File: src/rtl/mem_arbiter.sv
// mem_arbiter
// -----------------------------------------------------------------------------
// Arbitrates the core's 4-bit data RAM between three requesters:
//   - CPU register datapath (fixed top priority, single-cycle read latency)
//   - LCD/video scanout reader (round-robin with savestate, starvation guard)
//   - savestate/debug port (round-robin with video)
//
// Handshake: vid_req/ss_req are held by the requester until the matching
// ack; the ack is combinational and marks the cycle the RAM slot is used.
// Read data is presented exactly one cycle later together with a one-cycle
// valid pulse. The CPU port has no ack: a request is taken in any cycle where
// cpu_stall is low, and must be re-presented after a stall cycle.
//
// Ports:
//   clk, reset_n                     clock, synchronous active-low reset
//   cpu_read_en/cpu_write_en         CPU access request
//   cpu_addr, cpu_write_data         CPU address / write nibble
//   cpu_read_data                    CPU read nibble (held between reads)
//   cpu_stall                        one-cycle forced CPU stall
//   vid_req/vid_addr/vid_ack         video read request
//   vid_valid/vid_data               video read return
//   ss_req/ss_we/ss_addr/ss_wdata    savestate request
//   ss_ack/ss_valid/ss_rdata         savestate handshake / read return
//   ram_addr/ram_we/ram_wdata        RAM command
//   ram_rdata                        RAM synchronous read data (1-cycle)
//   conflict                         sticky: CPU read+write seen together
// -----------------------------------------------------------------------------
module mem_arbiter #(
    parameter int STARVE_LIMIT = 8,
    parameter int ADDR_W       = 12
) (
    input  logic              clk,
    input  logic              reset_n,
    input  logic              cpu_read_en,
    input  logic              cpu_write_en,
    input  logic [ADDR_W-1:0] cpu_addr,
    input  logic [3:0]        cpu_write_data,
    output logic [3:0]        cpu_read_data,
    output logic              cpu_stall,
    input  logic              vid_req,
    input  logic [ADDR_W-1:0] vid_addr,
    output logic              vid_ack,
    output logic              vid_valid,
    output logic [3:0]        vid_data,
    input  logic              ss_req,
    input  logic              ss_we,
    input  logic [ADDR_W-1:0] ss_addr,
    input  logic [3:0]        ss_wdata,
    output logic              ss_ack,
    output logic              ss_valid,
    output logic [3:0]        ss_rdata,
    output logic [ADDR_W-1:0] ram_addr,
    output logic              ram_we,
    output logic [3:0]        ram_wdata,
    input  logic [3:0]        ram_rdata,
    output logic              conflict
);

    localparam int                  STARVE_W   = $clog2(STARVE_LIMIT + 1);
    localparam logic [STARVE_W-1:0] STARVE_MAX = STARVE_W'(STARVE_LIMIT);

    // Owner of the read issued last cycle; selects where ram_rdata goes now.
    typedef enum logic [1:0] {
        TAG_NONE = 2'd0,
        TAG_CPU  = 2'd1,
        TAG_VID  = 2'd2,
        TAG_SS   = 2'd3
    } tag_t;

    tag_t                tag;
    tag_t                tag_next;
    logic                rr;          // 0: video goes first, 1: savestate goes first
    logic                rr_next;
    logic [STARVE_W-1:0] starve;
    logic [STARVE_W-1:0] starve_next;
    logic                stall_next;
    logic                conflict_next;
    logic [ADDR_W-1:0]   addr_q;
    logic [ADDR_W-1:0]   addr_next;
    logic [3:0]          cpu_rd_q;
    logic [3:0]          vid_q;
    logic [3:0]          ss_q;

    logic cpu_req;
    logic cpu_grant;
    logic vid_grant;
    logic ss_grant;

    // -------------------------------------------------------------------------
    // Slot grant. Grants are masked while in reset so nothing leaks onto the
    // RAM or the ack lines during the reset cycle.
    // -------------------------------------------------------------------------
    always_comb begin
        cpu_req   = cpu_read_en | cpu_write_en;
        cpu_grant = reset_n & cpu_req & ~cpu_stall;
        vid_grant = 1'b0;
        ss_grant  = 1'b0;
        if (reset_n && !cpu_grant) begin
            if (cpu_stall && vid_req) begin
                // Stall cycle exists solely to serve the starved video reader.
                vid_grant = 1'b1;
            end else if (vid_req && ss_req) begin
                if (rr) ss_grant  = 1'b1;
                else    vid_grant = 1'b1;
            end else if (vid_req) begin
                vid_grant = 1'b1;
            end else if (ss_req) begin
                ss_grant = 1'b1;
            end
        end
    end

    // -------------------------------------------------------------------------
    // RAM command mux and next-state for tag / address hold.
    // -------------------------------------------------------------------------
    always_comb begin
        ram_we    = 1'b0;
        ram_wdata = 4'h0;
        addr_next = addr_q;
        tag_next  = TAG_NONE;
        if (cpu_grant) begin
            addr_next = cpu_addr;
            // A simultaneous read+write keeps only the write.
            if (cpu_write_en) begin
                ram_we    = 1'b1;
                ram_wdata = cpu_write_data;
            end else begin
                tag_next = TAG_CPU;
            end
        end else if (vid_grant) begin
            addr_next = vid_addr;
            tag_next  = TAG_VID;
        end else if (ss_grant) begin
            addr_next = ss_addr;
            if (ss_we) begin
                ram_we    = 1'b1;
                ram_wdata = ss_wdata;
            end else begin
                tag_next = TAG_SS;
            end
        end
    end

    assign ram_addr = addr_next;
    assign vid_ack  = vid_grant;
    assign ss_ack   = ss_grant;

    // -------------------------------------------------------------------------
    // Round-robin pointer, starvation counter, stall and conflict next-state.
    // -------------------------------------------------------------------------
    always_comb begin
        rr_next = rr;
        if (vid_grant)     rr_next = 1'b1;
        else if (ss_grant) rr_next = 1'b0;

        starve_next = starve;
        if (!vid_req || vid_grant || cpu_stall) begin
            starve_next = '0;
        end else if (starve != STARVE_MAX) begin
            starve_next = starve + 1'b1;
        end

        // Never two stall cycles in a row: the stall cycle grants video,
        // which restarts the count.
        stall_next    = (starve == STARVE_MAX) && cpu_req && !cpu_stall;
        conflict_next = conflict | (cpu_grant & cpu_read_en & cpu_write_en);
    end

    // -------------------------------------------------------------------------
    // Read return routing. Data outputs pass ram_rdata through in the return
    // cycle and hold afterwards; an in-flight read is dropped under reset.
    // -------------------------------------------------------------------------
    assign vid_valid     = reset_n && (tag == TAG_VID);
    assign ss_valid      = reset_n && (tag == TAG_SS);
    assign vid_data      = vid_valid ? ram_rdata : vid_q;
    assign ss_rdata      = ss_valid  ? ram_rdata : ss_q;
    assign cpu_read_data = (reset_n && (tag == TAG_CPU)) ? ram_rdata : cpu_rd_q;

    // -------------------------------------------------------------------------
    // State registers.
    // -------------------------------------------------------------------------
    always_ff @(posedge clk) begin
        if (!reset_n) begin
            tag       <= TAG_NONE;
            rr        <= 1'b0;
            starve    <= '0;
            cpu_stall <= 1'b0;
            conflict  <= 1'b0;
            addr_q    <= '0;
            cpu_rd_q  <= 4'h0;
            vid_q     <= 4'h0;
            ss_q      <= 4'h0;
        end else begin
            tag       <= tag_next;
            rr        <= rr_next;
            starve    <= starve_next;
            cpu_stall <= stall_next;
            conflict  <= conflict_next;
            addr_q    <= addr_next;
            cpu_rd_q  <= cpu_read_data;
            vid_q     <= vid_data;
            ss_q      <= ss_rdata;
        end
    end

endmodule

File: config.mk
export PLATFORM = sky130hd
export DESIGN_NAME = mem_arbiter
export DESIGN_NICKNAME = d
export VERILOG_FILES = /design/src/rtl/mem_arbiter.sv
export SDC_FILE = /design/constraint.sdc
export NUM_CORES = 1
export LEC_CHECK = 0
export BUFFER_PORTS_ARGS = -buffer_cell sky130_fd_sc_hd__clkbuf_2
export CAP_MARGIN = 10
export CORE_MARGIN = 8
export CORE_UTILIZATION = 48
export CTS_CLUSTER_SIZE = 30
export DETAILED_ROUTE_END_ITERATION = 8
export PLACE_DENSITY = 0.87
export REMOVE_ABC_BUFFERS = 1
export SYNTH_ARGS = -nofsm -noshare
export SYNTH_HDL_FRONTEND = slang
export SYNTH_SLANG_ARGS = --single-unit
File: constraint.sdc
create_clock -name clk -period 4.7 [get_ports clk]
set_input_delay 0.94 -clock clk [delete_from_list [all_inputs] [get_ports clk]]
set_output_delay 0.94 -clock clk [all_outputs]
set_load 0.005 [all_outputs]
# ---- After elaboration in Yosys (flattened, before gate mapping)
# Cells that the tools add are included.
dict set report totals {
  ff_bits 33
  input_bits 55
  out_inout_bits 35
  elab_cells 72
}
dict set report op_classes {
  addsub 1
  n_eq_ne 5
  muxes 34
  n_bitwise 8
  n_reduce_logical 15
}
# op count
set ops {}
lappend ops {{12-bit two-way mux} 3}
lappend ops {{4-bit two-way mux} 8}
lappend ops {{1-bit two-way mux} 19}
lappend ops {{1-bit logical AND} 8}
lappend ops {{2-bit two-way mux} 4}
lappend ops {{4-bit by 1-bit adder with 4-bit output, second input constant} 1}
lappend ops {{1-bit bitwise AND} 4}
lappend ops {{2-bit equality test, second input constant} 2}
lappend ops {{4-bit equality test, second input constant} 1}
lappend ops {{4-bit != test, second input constant} 1}
lappend ops {{1-bit zero test} 3}
lappend ops {{2-bit by 1-bit equality test with 1-bit output, second input constant} 1}
lappend ops {{1-bit logical OR} 2}
lappend ops {{1-bit inverter} 2}
lappend ops {{1-bit OR} 2}
lappend ops {{2-bit nonzero test} 1}
lappend ops {{2-bit OR reduction} 1}

# ---- Logic depth before layout (Yosys ltp)
dict set report logic_depth {
  ltp_word 9
  depth_mapped 6
}

# ---- Worst setup path before layout
# Ideal clock, no wire load.
dict set report synth_path {
  path_kind {input to output}
  from {input port vid_req}
  to {output port ram_wdata[0]}
  t_arrival_ps 1993
  slack_ps 1767
  cell_stages 6
  path_buffers 1
  path_cell_list {buf_2 -> inv_1 -> o2111ai_4 -> inv_2 -> and2_4 -> a22o_1}
}
dict set report synth_between {
  elab_chain_cells 7
  elab_cells_between_ends 13
}
# element line_no
set synth_rtl {}
lappend synth_rtl {{start, declared} 40} ;# input logic vid_req,
lappend synth_rtl {{1-bit two-way mux / 1-bit logical AND (equally long branches)} {105, 102}}
lappend synth_rtl {{1-bit two-way mux} 102} ;# end else if (vid_req && ss_req) begin
lappend synth_rtl {{1-bit two-way mux (*)} 99} ;# if (cpu_stall && vid_req) begin
lappend synth_rtl {{1-bit two-way mux (*)} 98} ;# if (reset_n && !cpu_grant) begin
lappend synth_rtl {{named net ss_ack} 49} ;# output logic ss_ack,
lappend synth_rtl {{4-bit two-way mux (*)} 133} ;# end else if (ss_grant) begin
lappend synth_rtl {{4-bit two-way mux (*)} 130} ;# end else if (vid_grant) begin
lappend synth_rtl {{4-bit two-way mux (*)} 121} ;# if (cpu_grant) begin
lappend synth_rtl {{end, declared} 54} ;# output logic [3:0] ram_wdata,
# The timed path passes the listed nets; every way through them passes the cells marked *.

# ---- Final worst setup path
dict set report layout_path {
  from {input port reset_n}
  to {output port ram_addr[5]}
}
dict set report layout_between {
  elab_chain_cells 8
  elab_cells_between_ends 9
}
# element line_no
set layout_rtl {}
lappend layout_rtl {{start, declared} 33} ;# input logic reset_n,
lappend layout_rtl {{1-bit bitwise AND (2 in a row)} 95} ;# cpu_grant = reset_n & cpu_req & ~cpu_stall;
lappend layout_rtl {{1-bit zero test} 98}
lappend layout_rtl {{1-bit logical AND} 98}
lappend layout_rtl {{1-bit two-way mux} 98}
lappend layout_rtl {{12-bit two-way mux} 133}
lappend layout_rtl {{12-bit two-way mux} 130}
lappend layout_rtl {{12-bit two-way mux (*)} 121}
lappend layout_rtl {{end, declared} 52} ;# output logic [ADDR_W-1:0] ram_addr,
# Mark *: on every way between the ends. The rest lies on a longest branch, timed or not.

==> results list <==
* Result of the run: completed
* Core Box Area: roughly 3400 sq um
- Crit path arrival time: 2480 ps
- The number of hold buffers added after CTS was 0.
- Worst hold path type: reg2reg
- Max-capacitance violation count: 0
* Unrepaired setup endpoints after global routing: false
* Count of antenna-violating nets left after detailed routing: 0
- Clock tree root driver cell: clkbuf_4
* Post-layout minimum cycle time: 3420 ps
- Critical Path Sink Type: output port
- Power spread over the standard cell area amounts to between 200 and 300 nW/um^2.
- Post-layout nets: between 300 and 400
- Final hold analysis gives a worst-case slack of 500 ps.
- In this run the tightest slew margin relative to its limit is between 60 and 70%.
- Fraction of power consumed by combinational cells: 20.5%
* Upper clock frequency limit: 292 MHz
- Measured along the x axis, the die boundary spans 75.5 um.
- Yosys attributes the largest share of cell area to dfxtp_1 39%, mux2_2 5.3%, and2_1 4.8%, o31ai_1 4.4%, nor2_1 3.8%.
- Summing every instance area after synthesis gives 1700 sq um.
* Post-route clock skew: 9.77 ps
* Final routed wirelength across all metal layers: about 4600 um
- Count of cell types in the netlist: between 40 and 50
- Area growth from synthesis to layout: 30.5%
* Max Fanout on Critical Path: 25
- Setup repair bufs after CTS: 0
- Vias per Instance: 5.24
- After layout, the design draws a total of 564 uW.
- Filler-free cell count of the finished design: ~320
- The initialized floorplan defines 21 standard-cell rows.
* Vertical die dimension: ~75 um
- Most used standard cells in the synthesized netlist: 33 x dfxtp_1, 17 x nor2_1, 13 x and2_1
* Predominant post-synthesis flop cell: dfxtp_1
- Synth warnings: 0
- Sum Neg Setup Slack: 0 ps
- Power share of the clock group: approximately a quarter
- Sequential elements use 38.9% of the synthesized area.
- Total via count in the routed design: 1,660
* Number of setup violations in the final report: 0
- Wire length of the first global-routing pass: 7320 um
- Grt ovf: 0
- The number of max-slew violations in the final report was 0.
* Syn_area_per_cell: roughly 9.4 sq um
- Transition at the pin with the smallest max-transition slack: roughly 460 ps
* Leak: 0.00109 uW
* End of the critical path: ram_addr[5]
- Crit share post-route: 72.8%
- The post-route netlist has a little over two fifths of its cells at a drive strength greater than 1.
- By startpoint and endpoint, the worst setup path is classified as in2out.
- For this configuration, the core starts out at a cell density of 50.4%.
- The count of final hold-check violations is 0.
- Of all flip-flops after synthesis, the portion carrying an async set or reset was 0%.
- Fraction of post-synthesis cell area in the top cell type by area: between 30% and 40%
- Post-Syn Instances: about 180
- R2R depth: 5
- Critical R2R Launch: cpu_stall$_SDFF_PN0_
- STA puts the critical path data required time at between 3000 and 4000 ps.
* Start point of the critical path: reset_n
- Synthesized flop and latch total: 33
* Deepest clock path buffer count: 2
* Sink Count: 33
- The worst register-to-register path ends at addr_q[4]$_SDFF_PN0_.
- Internal power comes to 406 uW.
- Initial DRC Count: 71
* H-tree level count: 2
* Peak supply drop: roughly 0.13 mV
- Skew-Pair Late Insertion Delay: 340 ps
- In the final routed layout, each cell accounts on average for ~14 um.
- TritonCTS built the clock tree.
- Full die area: 5690 sq um
- End-of-flow core utilization: 65.8%
- # DRC: 0
* Net switching power: 159 uW
- The layout has 304 filler cells.
- Worst setup slack for register-to-register paths: 3040 ps
- CP startpoint kind: primary input
- Switch share: 28.1%
- Cell count after placement: 309
- Aggregate global-route resource usage: 16.5%
- Pre-antenna DRT Iters: 4
* Final HPWL from detailed placement: 3670 um
- 90 I/O pins were placed.
- Placer's final routability congestion estimate: 0.790
* Most numerous cell in the Yosys netlist: dfxtp_1
- Share of total power in sequential cells: 52.8%
- Number of global-route vias before repair: 1,669
* TritonCTS Buffers: 5
- The largest total area in the synthesized netlist belongs to dfxtp_1.
- Yosys mapped a number of flops with a built-in enable equal to 0.
* # port buffers: 89
* Antenna violations before repair: 0
- Clock-pin slew was measured on the worst setup and hold paths at 100 ps.
- Entering global routing, the biggest net connects 26 pins.
- Count of instances resized after the clock tree is built: 0
- Antenna diode count: 0
placed cells by master, fill, tap and decap left out, types with 4 or more instances in the layout:
cell type,count
a211oi_1,6
o22ai_1,5
clkbuf_2,89
dfxtp_1,33
a22o_1,4
mux2_1,4
a21oi_1,9
mux2_2,8
o31ai_1,10
nand3_1,5
nor2_1,17
and2_1,13
inv_1,7
a222oi_1,6
nand2_1,9
clkbuf_4,5
critical path, cell delays in order:
cell	delay, ps
clkbuf_2	380
nor2b_1	300
o21a_1	390
nor3_1	120
nor3_1	210
clkbuf_2	150
stage by stage:
step | worst slack, ps | instance area, sq um
floorplan | 1770 | 1650
global placement | 1330 | 2160
detailed placement | 1280 | 2160
CTS | 1270 | 2210
global route | 1080 | 2210
finish | 1280 | 2210
power by group through the flow:
stage               Clock [uW]  Combinational, uW  Sequential [uW]
floorplan                    0               58.6              303
global placement             0                113              304
detailed placement           0                116              304
CTS                        155                117              298
global route               166                130              299
finish                     151                116              298
cell families after synthesis:
family          share of synthesized area (%)
compound gates                           24.9
xor+xnor                                 1.03
fa+ha+maj                                1.47
buf+inv                                  4.65
flops                                    38.9
mux                                      8.55
simple gates                             20.4
metal layers:
layer | vias to the layer above | share of wire (%) | track usage [%] | wire (um)
li1 | 845 | - | - | -
met1 | 754 | 41 | 18.9 | 1890
met5 | - | 0 | 0 | 0
met4 | 0 | 0.94 | 4.48 | 43
met2 | 55 | 48 | 27.8 | 2190
met3 | 6 | 9.6 | 6.71 | 438
layout make-up:
class,count,area [sq um],share of cell area [%]
multi-input combinational,131,957,43.2
clock buffer,6,41.3,1.87
inverter,9,33.8,1.53
timing repair buffer,90,453,20.5
clock inverter,2,10.0,0.452
tap,46,57.6,2.60
sequential,33,661,29.8
worst min-delay path by stage:
stage	start	end	slack [ps]	cells after the start
6_report	conflict$_SDFF_PN0_	conflict$_SDFF_PN0_	500	2
3_3_place_gp	conflict$_SDFF_PN0_	conflict$_SDFF_PN0_	460	2
5_1_grt	starve[2]$_SDFFE_PP0P_	starve[2]$_SDFFE_PP0P_	530	2
2_1_floorplan	conflict$_SDFF_PN0_	conflict$_SDFF_PN0_	460	2
4_1_cts	starve[2]$_SDFFE_PP0P_	starve[2]$_SDFFE_PP0P_	510	2
3_5_place_dp	conflict$_SDFF_PN0_	conflict$_SDFF_PN0_	480	2
state kept, by name (all words and copies together) (netlist names), 2 cells and up:
| name | cells |
|---|---|
| cpu_rd_q | 4 |
| addr_q | 12 |
| tag | 2 |
| starve | 4 |
| vid_q | 4 |
| ss_q | 4 |
(Power assumes the default switching activity.)
